## src/rtl/rsqrt_iteration_scheduler.sv

```systemverilog
// rtl/rsqrt_iteration_scheduler.sv - sequences Newton rsqrt iterations on an external single-step core
// Optional RSQRT_EARLY_EXIT_EN: stop once successive guesses differ by at most TOLERANCE LSBs.
module rsqrt_iteration_scheduler #(
  parameter int ITERATIONS    = 4,
  parameter int FRACTION_BITS = 16,
  parameter int TOLERANCE     = 0,
  localparam int FIXED_WIDTH  = 32
) (
  input  logic                   clock,
  input  logic                   reset,
  input  logic                   in_valid,
  output logic                   in_ready,
  input  logic [FIXED_WIDTH-1:0] in_number,
  output logic                   out_valid,
  input  logic                   out_ready,
  output logic [FIXED_WIDTH-1:0] out_result,
  output logic                   out_error,
  output logic [3:0]             out_iterations,
  output logic                   core_input_valid,
  input  logic                   core_input_ready,
  output logic [FIXED_WIDTH-1:0] core_number,
  output logic [FIXED_WIDTH-1:0] core_guess,
  input  logic                   core_output_valid,
  input  logic [FIXED_WIDTH-1:0] core_new_guess
);
  localparam logic [FIXED_WIDTH-1:0] ONE     = {{(FIXED_WIDTH-1){1'b0}}, 1'b1} << FRACTION_BITS;
  localparam logic [FIXED_WIDTH-1:0] MAX_POS = {1'b0, {(FIXED_WIDTH-1){1'b1}}};

  typedef enum logic [2:0] {IDLE, SEED, ISSUE, WAIT, DONE} state_t;

  state_t                  state, state_next;
  logic [FIXED_WIDTH-1:0]  number_q, number_next;
  logic [FIXED_WIDTH-1:0]  guess_q, guess_next;
  logic [FIXED_WIDTH-1:0]  seed;
  logic [3:0]              count_q, count_next, count_inc;
  logic                    error_q, error_next;
  logic                    early_exit;
  logic [5:0]              msb_index;
  logic signed [7:0]       exp_val, shift_val;
  logic [7:0]              neg_shift;

  // Seed is 2^-ceil(e/2) relative to one(), where 2^e is the leading power of two of x.
  always_comb begin
    msb_index = '0;
    for (int i = 0; i < FIXED_WIDTH; i++) begin
      if (number_q[i]) msb_index = 6'(i);
    end
    exp_val   = 8'(msb_index) - 8'(FRACTION_BITS);
    shift_val = (exp_val + 8'sd1) >>> 1;
    neg_shift = 8'(-shift_val);
    if (!shift_val[7]) begin
      seed = ONE >> shift_val[6:0];
    end else if ((FRACTION_BITS + int'(neg_shift)) >= (FIXED_WIDTH - 1)) begin
      seed = MAX_POS;
    end else begin
      seed = ONE << neg_shift;
    end
  end

`ifdef RSQRT_EARLY_EXIT_EN
  logic signed [FIXED_WIDTH:0] guess_delta;
  logic [FIXED_WIDTH:0]        guess_distance;

  always_comb begin
    guess_delta    = $signed({core_new_guess[FIXED_WIDTH-1], core_new_guess})
                   - $signed({guess_q[FIXED_WIDTH-1], guess_q});
    guess_distance = guess_delta[FIXED_WIDTH] ? (FIXED_WIDTH+1)'(-guess_delta)
                                              : (FIXED_WIDTH+1)'(guess_delta);
    early_exit     = guess_distance <= (FIXED_WIDTH+1)'(TOLERANCE);
  end
`else
  assign early_exit = 1'b0;
`endif

  always_comb begin
    state_next  = state;
    number_next = number_q;
    guess_next  = guess_q;
    count_next  = count_q;
    error_next  = error_q;
    count_inc   = count_q + 4'd1;
    case (state)
      IDLE: begin
        if (in_valid) begin
          number_next = in_number;
          count_next  = '0;
          error_next  = 1'b0;
          state_next  = SEED;
        end
      end
      SEED: begin
        if ($signed(number_q) <= 0) begin
          guess_next = '0;
          error_next = 1'b1;
          count_next = '0;
          state_next = DONE;
        end else begin
          guess_next = seed;
          state_next = ISSUE;
        end
      end
      ISSUE: begin
        if (core_input_ready) state_next = WAIT;
      end
      WAIT: begin
        if (core_output_valid) begin
          guess_next = core_new_guess;
          count_next = count_inc;
          state_next = (count_inc == 4'(ITERATIONS) || early_exit) ? DONE : ISSUE;
        end
      end
      DONE: begin
        if (out_ready) state_next = IDLE;
      end
      default: state_next = IDLE;
    endcase
  end

  always_ff @(posedge clock) begin
    if (reset) begin
      state <= IDLE;
    end else begin
      state <= state_next;
    end
  end

  always_ff @(posedge clock) begin
    if (reset) begin
      number_q <= '0;
      guess_q  <= '0;
      count_q  <= '0;
      error_q  <= 1'b0;
    end else begin
      number_q <= number_next;
      guess_q  <= guess_next;
      count_q  <= count_next;
      error_q  <= error_next;
    end
  end

  // Operand and guess registers only change in IDLE/SEED/WAIT, so they hold across ISSUE and WAIT.
  assign in_ready         = (state == IDLE);
  assign out_valid        = (state == DONE);
  assign out_result       = guess_q;
  assign out_error        = error_q;
  assign out_iterations   = count_q;
  assign core_input_valid = (state == ISSUE) && core_input_ready;
  assign core_number      = number_q;
  assign core_guess       = guess_q;
endmodule

```

## config.mk

```make
export PLATFORM = sky130hd
export DESIGN_NAME = rsqrt_iteration_scheduler
export DESIGN_NICKNAME = d
export VERILOG_FILES = /design/src/rtl/rsqrt_iteration_scheduler.sv
export SDC_FILE = /design/constraint.sdc
export NUM_CORES = 1
export LEC_CHECK = 0
export ABC_AREA = 1
export CAP_MARGIN = 30
export CORE_ASPECT_RATIO = 1.75
export CORE_MARGIN = 3
export CORE_UTILIZATION = 47
export DETAILED_ROUTE_END_ITERATION = 8
export HOLD_SLACK_MARGIN = 0.08
export PLACE_DENSITY = 0.87
export RECOVER_POWER = 50
export SKIP_CTS_REPAIR_TIMING = 1
export SLEW_MARGIN = 20
export SYNTH_ARGS = -nofsm -noshare
export SYNTH_HDL_FRONTEND = slang
export SYNTH_SLANG_ARGS = --single-unit
```

## constraint.sdc

```tcl
create_clock -name clock -period 6.35 [get_ports clock]
set_input_delay 1.27 -clock clock [delete_from_list [all_inputs] [get_ports clock]]
set_output_delay 1.27 -clock clock [all_outputs]
set_load 0.005 [all_outputs]
```

==> flow_summary_export.csv, run 1 <==
group,metric,value,unit
synth,synthesis.area_per_instance,6.62,sq um
global_route,grt_antenna_before_repair,0,
finish,layout.nets,852,
placed_design,numPortBuffers,173,
floorplanning,floorplan.initialDensity,0.486,
global_route,vias_in_the_first_global_route,4309,
finish,antenna_cells_inserted,0,
detailed_routing,via_count,4415,
power_and_ir_drop,total_power,3.28,mW
power_and_ir_drop,leakagePower,2.94,nW
detailed_routing,drt.antenna.violating_nets,0,
floorplanning,core_area,0.00873,sq mm
cts,tritoncts.num_buffers,9,
floorplanning,die_height,132,um
detailed_routing,drtIter0Drc,227,
floorplanning,pin_count,174,
cts,clock_latency_on_the_worst_skew_pair,0.34,ns
cts,clk_path_buf_depth,2,
sta,grt_setup_unrepaired,"no",
critical_path,worst-endpoint-required,6.57,ns
cts,cts.root.buffer_cell,"sky130_fd_sc_hd__clkbuf_16",
sta,fin_tns_setup,0,ns
critical_path,path_buf_inv,6,
critical_path,worst_setup_path_end_kind,"flop",
synth,synth_sequential_area_ratio,0.340,
sta,relSlewSlack,0.506,
floorplanning,floorplan.die_area,0.0103,sq mm
detailed_routing,totalWireLength,11.8,mm
finish,synthToLayoutAreaGrowth,44.1,%
sta,finalMaxSlewViolations,0,
sta,final_period_minus_worst_setup_slack,4.59,ns
cts,clkTransAtPathRegs,0.05,ns
synth,syn_area,0.00424,sq mm
synth,syn_inst,641,
run_status,outcome,"finished, final reports clean",
global_route,grt_start_max_net_pins,51,
detailed_routing,detail_route.first_pass.iterations,5,
placed_design,detailed_place_hpwl,9.21,mm
flow_run,max_cap_viol,0,
sta,hold_viol_final,0,
finish,final_core_utilization,0.701,
min_path,holdCritPathClass,"reg -> reg",
detailed_routing,vias_per_cell,4.93,
global_route,global_route_usage_over_all_layers,0.230,
synth,postSynthNetCount,718,
global_route,grt_total_ovfl,0,
synth,synth_cell_type_count,36,
sta,timing_worst_slew_pin_value,0.741,ns
power_and_ir_drop,cellPowerDensity,536,mW/mm^2
cts,h-tree-depth,3,
cts,cts_tree,"built",
critical_path,crit_top_cell,"sky130_fd_sc_hd__nand2_1",
synth,yosys_register_bits,72,
sta,max_clock_freq,0.218,GHz
placed_design,gp_routability_congestion,0.962,
detailed_routing,remaining_drc_errors,0,
synth,yosysWarningCount,0,
detailed_routing,avgRoutedWirePerCell,13.2,um
critical_path,cp-start-kind,"flop",
power_and_ir_drop,ir_worst_vdd,362,uV
finish,layout-drive-gt1-share,0.0937,
critical_path,cpLargestDelayFamily,"simple AND/OR/NAND/NOR gates",
critical_path,critPathKind,"reg -> reg",
floorplanning,fp-row-count,45,
sta,fin_worst_skew,0.00725,ns
cts,clkSinkCount,72,
critical_path,worst-endpoint-arrival,4.81,ns
floorplanning,chipWidth,77.8,um
global_route,wire_length_of_the_first_global_routing_pass,19.3,mm
sta,report.final.setup_viol,0,
critical_path,crit_path_max_incr_delay,0.33,ns
critical_path,worstPathMaxFanout,28,
critical_path,cp_slowest_cell,"sky130_fd_sc_hd__dfxtp_1",
sta,min_period_over_period,0.723,
worst register-to-register path: cells and delay by family (launching register included):
family | cells | cell delay (ns)
AOI/OAI and AO/OA | 1 | 0.29
adders and majority gates | 3 | 0.61
buffers and inverters | 6 | 0.48
DFF | 1 | 0.33
and+or+nand+nor | 41 | 2.79
layout by cell type, fill, tap and decap left out, types with 2 or more instances in the layout:
cell type | Yosys | final
sky130_fd_sc_hd__nand2_2 | 7 | 7
sky130_fd_sc_hd__clkdlybuf4s50_1 | 0 | 89
sky130_fd_sc_hd__a31oi_1 | 4 | 4
sky130_fd_sc_hd__inv_2 | 3 | 3
sky130_fd_sc_hd__clkinv_2 | 0 | 2
sky130_fd_sc_hd__bufinv_16 | 0 | 2
sky130_fd_sc_hd__nor2_2 | 24 | 25
sky130_fd_sc_hd__clkinv_1 | 2 | 2
sky130_fd_sc_hd__o21ai_0 | 63 | 63
sky130_fd_sc_hd__buf_4 | 32 | 2
sky130_fd_sc_hd__nor3_1 | 2 | 2
sky130_fd_sc_hd__nor2_1 | 95 | 94
sky130_fd_sc_hd__nand2_4 | 6 | 6
sky130_fd_sc_hd__nor4_1 | 2 | 2
sky130_fd_sc_hd__clkbuf_16 | 0 | 9
sky130_fd_sc_hd__nand3_1 | 18 | 18
sky130_fd_sc_hd__o31ai_1 | 3 | 3
sky130_fd_sc_hd__nand3b_1 | 2 | 2
sky130_fd_sc_hd__buf_8 | 0 | 2
sky130_fd_sc_hd__nand3_2 | 2 | 2
sky130_fd_sc_hd__nand2_1 | 120 | 120
sky130_fd_sc_hd__ha_1 | 7 | 7
sky130_fd_sc_hd__dlygate4sd3_1 | 0 | 84
sky130_fd_sc_hd__dfxtp_1 | 72 | 72
sky130_fd_sc_hd__inv_1 | 88 | 88
sky130_fd_sc_hd__o21ai_2 | 9 | 9
sky130_fd_sc_hd__o211ai_1 | 2 | 2
sky130_fd_sc_hd__nand4_1 | 3 | 3
sky130_fd_sc_hd__clkbuf_1 | 19 | 2
sky130_fd_sc_hd__a21oi_1 | 43 | 43
cell families after synthesis:
family | count (synthesis) | share of synthesized area
simple gates | 284 | 0.301
fa+ha+maj | 7 | 0.0206
xor+xnor | 2 | 0.00413
flops | 72 | 0.340
compound gates | 128 | 0.166
buf+inv | 148 | 0.169
layout make-up:
type                       count  area, sq um
fill                         719         2610
multi-input combinational    421         2090
timing repair buffer         178         1790
sequential                    72         1440
inverter                      93          349
clock buffer                  11          233
tap                          117          146
clock inverter                 4         70.1
metrics by stage:
step	setup slack [ns]	hold slack, ns	cells	area, sq um
2_1_floorplan	2.41	0.463	641	4240
3_3_place_gp	2.03	0.456	878	5770
3_5_place_dp	1.82	0.478	879	5790
4_1_cts	1.77	0.487	894	6090
5_1_grt	0.981	0.496	896	6120
6_report	1.76	0.481	896	6120
worst paths after layout:
kind | from | end | slack, ns | cells after the start
hold reg to reg | core_number[2] | core_number[2] | 0.48 | 2
hold / removal | core_number[2] | core_number[2] | 0.48 | 2
setup reg to reg | core_number[2] | core_guess[4] | 1.76 | 51
setup / recovery | core_number[2] | core_guess[4] | 1.76 | 51
state kept, by name (all words and copies together) (netlist names):
name and flops:
core_guess 32, core_number 32, state 3, out_error 1, out_iterations 4
cells in the mapped netlist:
cell | n | area, sq um
sky130_fd_sc_hd__a22o_1 | 1 | 8.76
sky130_fd_sc_hd__o41ai_1 | 1 | 8.76
sky130_fd_sc_hd__o22ai_1 | 1 | 6.26
sky130_fd_sc_hd__o31ai_1 | 3 | 22.5
sky130_fd_sc_hd__nand4_4 | 1 | 21.3
sky130_fd_sc_hd__nand4_1 | 3 | 18.8
sky130_fd_sc_hd__clkbuf_1 | 19 | 71.3
sky130_fd_sc_hd__nor2_4 | 1 | 11.3
sky130_fd_sc_hd__nand3b_1 | 2 | 15.0
sky130_fd_sc_hd__nor3_2 | 1 | 10.0
sky130_fd_sc_hd__a31oi_1 | 4 | 25.0
sky130_fd_sc_hd__o211ai_1 | 2 | 15.0
sky130_fd_sc_hd__nand2_1 | 120 | 450
sky130_fd_sc_hd__xor2_1 | 1 | 8.76
sky130_fd_sc_hd__o21ai_2 | 9 | 78.8
sky130_fd_sc_hd__buf_4 | 32 | 240
sky130_fd_sc_hd__buf_6 | 1 | 11.3
sky130_fd_sc_hd__buf_2 | 1 | 5.00
sky130_fd_sc_hd__nand3_1 | 18 | 90.1
sky130_fd_sc_hd__nor3_1 | 2 | 10.0
sky130_fd_sc_hd__nand3_2 | 2 | 20.0
sky130_fd_sc_hd__nand2_4 | 6 | 67.6
sky130_fd_sc_hd__ha_1 | 7 | 87.6
sky130_fd_sc_hd__buf_12 | 2 | 40.0
sky130_fd_sc_hd__dfxtp_1 | 72 | 1440
sky130_fd_sc_hd__nor2_2 | 24 | 150
sky130_fd_sc_hd__xnor2_1 | 1 | 8.76
sky130_fd_sc_hd__inv_1 | 88 | 330
sky130_fd_sc_hd__clkinv_1 | 2 | 7.51
sky130_fd_sc_hd__a21oi_1 | 43 | 215
sky130_fd_sc_hd__nor4_1 | 2 | 12.5
sky130_fd_sc_hd__nor2_1 | 95 | 357
sky130_fd_sc_hd__o21bai_1 | 1 | 7.51
sky130_fd_sc_hd__nand2_2 | 7 | 43.8
sky130_fd_sc_hd__inv_2 | 3 | 11.3
sky130_fd_sc_hd__o21ai_0 | 63 | 315
power by group:
group          switching [mW]  internal [mW]  total, mW
clock                   0.186          0.340      0.526
sequential              0.116          0.622      0.738
combinational            1.19          0.820       2.01
total                    1.50           1.78       3.28
layer usage:
metal	vias up	track usage	wire length, um
li1	2246	-	-
met1	1947	0.231	4190
met2	195	0.428	6420
met3	27	0.0638	932
met4	0	0.102	278
met5	-	0	0
Power figures use the tool's default switching activity.
==> run 2: changes to the inputs <==
Settings changed: CORE_UTILIZATION 47 to 39, PLACE_DENSITY 0.87 to 0.77.
Clock period 6.35 ns to 3.97 ns, I/O delays scaled along.
==> run 2 against run 1 <==
Net effect: maximum frequency is 17% higher; clock-buffer cell count rose by 4; die area is 19% higher; critical path depth unchanged; power up 80%; critical path type unchanged; largest power group unchanged; highest routed layer unchanged.
==> flow_summary_export.csv, run 2 (same netlist as run 1, synthesis figures left out) <==
group,metric,value,unit
run_status,outcome,"finished, final reports clean",
power_and_ir_drop,power.share.combinational,0.660,
min_path,holdCritPathClass,"reg -> reg",
power_and_ir_drop,switch_pwr,2.65,mW
sta,timing_worst_slew_pin_value,0.567,ns
min_path,worstHoldStart,"core_number[17]",
sta,finalMaxSlewViolations,0,
global_route,grt_antenna_before_repair,0,
finish,area.sequential,0.00144,sq mm
detailed_routing,totalWireLength,12.8,mm
global_route,vias_in_the_first_global_route,4256,
detailed_routing,drtIter0Drc,216,
finish,synthToLayoutAreaGrowth,53.3,%
cts,cts.root.buffer_cell,"sky130_fd_sc_hd__clkbuf_16",
cts,h-tree-depth,3,
detailed_routing,vias_per_cell,4.86,
global_route,grt_total_ovfl,0,
power_and_ir_drop,switching_share,0.449,
critical_path,critPathKind,"reg -> reg",
cts,clock_latency_on_the_worst_skew_pair,0.33,ns
flow_run,max_cap_viol,0,
detailed_routing,drt.antenna.violating_nets,0,
global_route,groute.layer.met1.usage,0.200,
critical_path,crit_path_max_incr_delay,0.32,ns
floorplanning,die_height,144,um
critical_path,r2r-start,"core_number[2]",
global_route,grt.met3_usage,0.0257,
sta,fin_tns_setup,0,ns
floorplanning,floorplan.initialDensity,0.407,
cts,clkSinkCount,72,
cts,clk_path_buf_depth,2,
placed_design,gp_routability_congestion,0.860,
detailed_routing,avgRoutedWirePerCell,13.7,um
sta,report.final.setup_viol,0,
critical_path,cp-start-kind,"flop",
cts,cts_tree,"built",
sta,relSlewSlack,0.620,
power_and_ir_drop,total_power,5.91,mW
finish,layout_common_cells,"168 x sky130_fd_sc_hd__clkdlybuf4s50_1, 114 x sky130_fd_sc_hd__nand2_1, 89 x sky130_fd_sc_hd__nor2_1",
placed_design,numPortBuffers,173,
placed_design,place_worst_setup_slack,-0.200,ns
floorplanning,pin_count,174,
global_route,wire_length_of_the_first_global_routing_pass,19.1,mm
global_route,grt_start_max_net_pins,63,
critical_path,worst-endpoint-arrival,4.15,ns
finish,mostFrequentLayoutCell,"sky130_fd_sc_hd__clkdlybuf4s50_1",
finish,layout.nets,876,
power_and_ir_drop,cellPowerDensity,908,mW/mm^2
critical_path,worst_setup_path_end_kind,"flop",
floorplanning,floorplan.die_area,0.0122,sq mm
sta,min_period_over_period,0.989,
detailed_routing,via_count,4528,
critical_path,worstPathMaxFanout,7,
sta,max_clock_freq,0.255,GHz
cts,clkTransAtPathRegs,0.06,ns
detailed_routing,remaining_drc_errors,0,
global_route,grt_most_used_layer,"met2",
critical_path,crit_top_cell,"sky130_fd_sc_hd__nand2_1",
finish,final_cell_area,0.00651,sq mm
detailed_routing,detail_route.first_pass.iterations,5,
critical_path,worst-endpoint-required,4.19,ns
finish,filler_cell_count,953,
finish,layout.cells.non_filler,931,
critical_path,cp_slowest_cell,"sky130_fd_sc_hd__dfxtp_2",
finish,total_area_of_multi_input_combinational_cells,0.00232,sq mm
floorplanning,core_area,0.0104,sq mm
global_route,use_met2,0.364,
floorplanning,chipWidth,84.9,um
placed_design,post-place-cells,904,
finish,final_core_utilization,0.624,
floorplanning,fp-row-count,49,
critical_path,r2r_slack,0.04,ns
power_and_ir_drop,seqPwrFrac,0.203,
sta,smallest_hold_slack,0.487,ns
power_and_ir_drop,leakagePower,2.87,nW
global_route,global_route_usage_over_all_layers,0.192,
placed_design,detailed_place_hpwl,9.41,mm
sta,fin_worst_skew,0.00646,ns
power_and_ir_drop,ir_worst_vdd,497,uV
sta,grt_setup_unrepaired,"yes",
sta,final_period_minus_worst_setup_slack,3.93,ns
critical_path,worstSetupStartpoint,"core_number[2]",
placed_design,placement.cell_area,0.00590,sq mm
finish,layout-drive-gt1-share,0.158,
power_and_ir_drop,internal_power_contribution,3.26,mW
finish,antenna_cells_inserted,0,
power_and_ir_drop,clockPowerShare,0.136,
cts,tritoncts.num_buffers,9,
sta,least_setup_slack_across_all_paths_after_layout,0.0433,ns
sta,hold_viol_final,0,
==> run 2: cell count changes in the layout (fill, tap and decap cells not counted), moves of 7 or more <==
cell	delta
sky130_fd_sc_hd__o21ai_2	+7
sky130_fd_sc_hd__clkdlybuf4s50_1	+79
sky130_fd_sc_hd__nor2_4	+11
sky130_fd_sc_hd__o21ai_0	-8
sky130_fd_sc_hd__buf_4	+23
sky130_fd_sc_hd__dlygate4sd3_1	-79
==> run 2: layout make-up <==
class / instances / area share
clock buffer: 15 / 0.0458
clock inverter: 1 / 0.00115
inverter: 93 / 0.0536
timing repair buffer: 199 / 0.297
tap: 127 / 0.0244
sequential: 72 / 0.222
multi-input combinational: 424 / 0.356
==> run 2: power by group through the flow <==
stage / combinational [mW] / sequential, mW / clock, mW
6_report: 3.90 / 1.20 / 0.806
5_1_grt: 4.32 / 1.24 / 0.838
4_1_cts: 3.53 / 1.20 / 0.819
3_5_place_dp: 3.51 / 1.21 / 0
3_3_place_gp: 3.41 / 1.20 / 0
2_1_floorplan: 2.21 / 1.20 / 0
==> run 2: layer usage <==
| layer | part of all wire | routed length [um] |
|---|---|---|
| met5 | 0 | 0 |
| met4 | 0.039 | 501 |
| met3 | 0.049 | 633 |
| met1 | 0.36 | 4650 |
| met2 | 0.55 | 7010 |
==> run 2: final timing paths <==
check,endpoint,depth (start not counted)
hold reg to reg,core_number[17],2
setup / recovery,core_guess[3],51
hold / removal,core_number[17],2
setup reg to reg,core_guess[3],51
==> run 2: worst max-delay path: cells and delay by family (launching register included) <==
kind,cells,cell delay [ns]
buf+inv,5,0.33
simple gates,43,2.74
fa+ha+maj,2,0.29
flops,1,0.32
compound gates,1,0.15
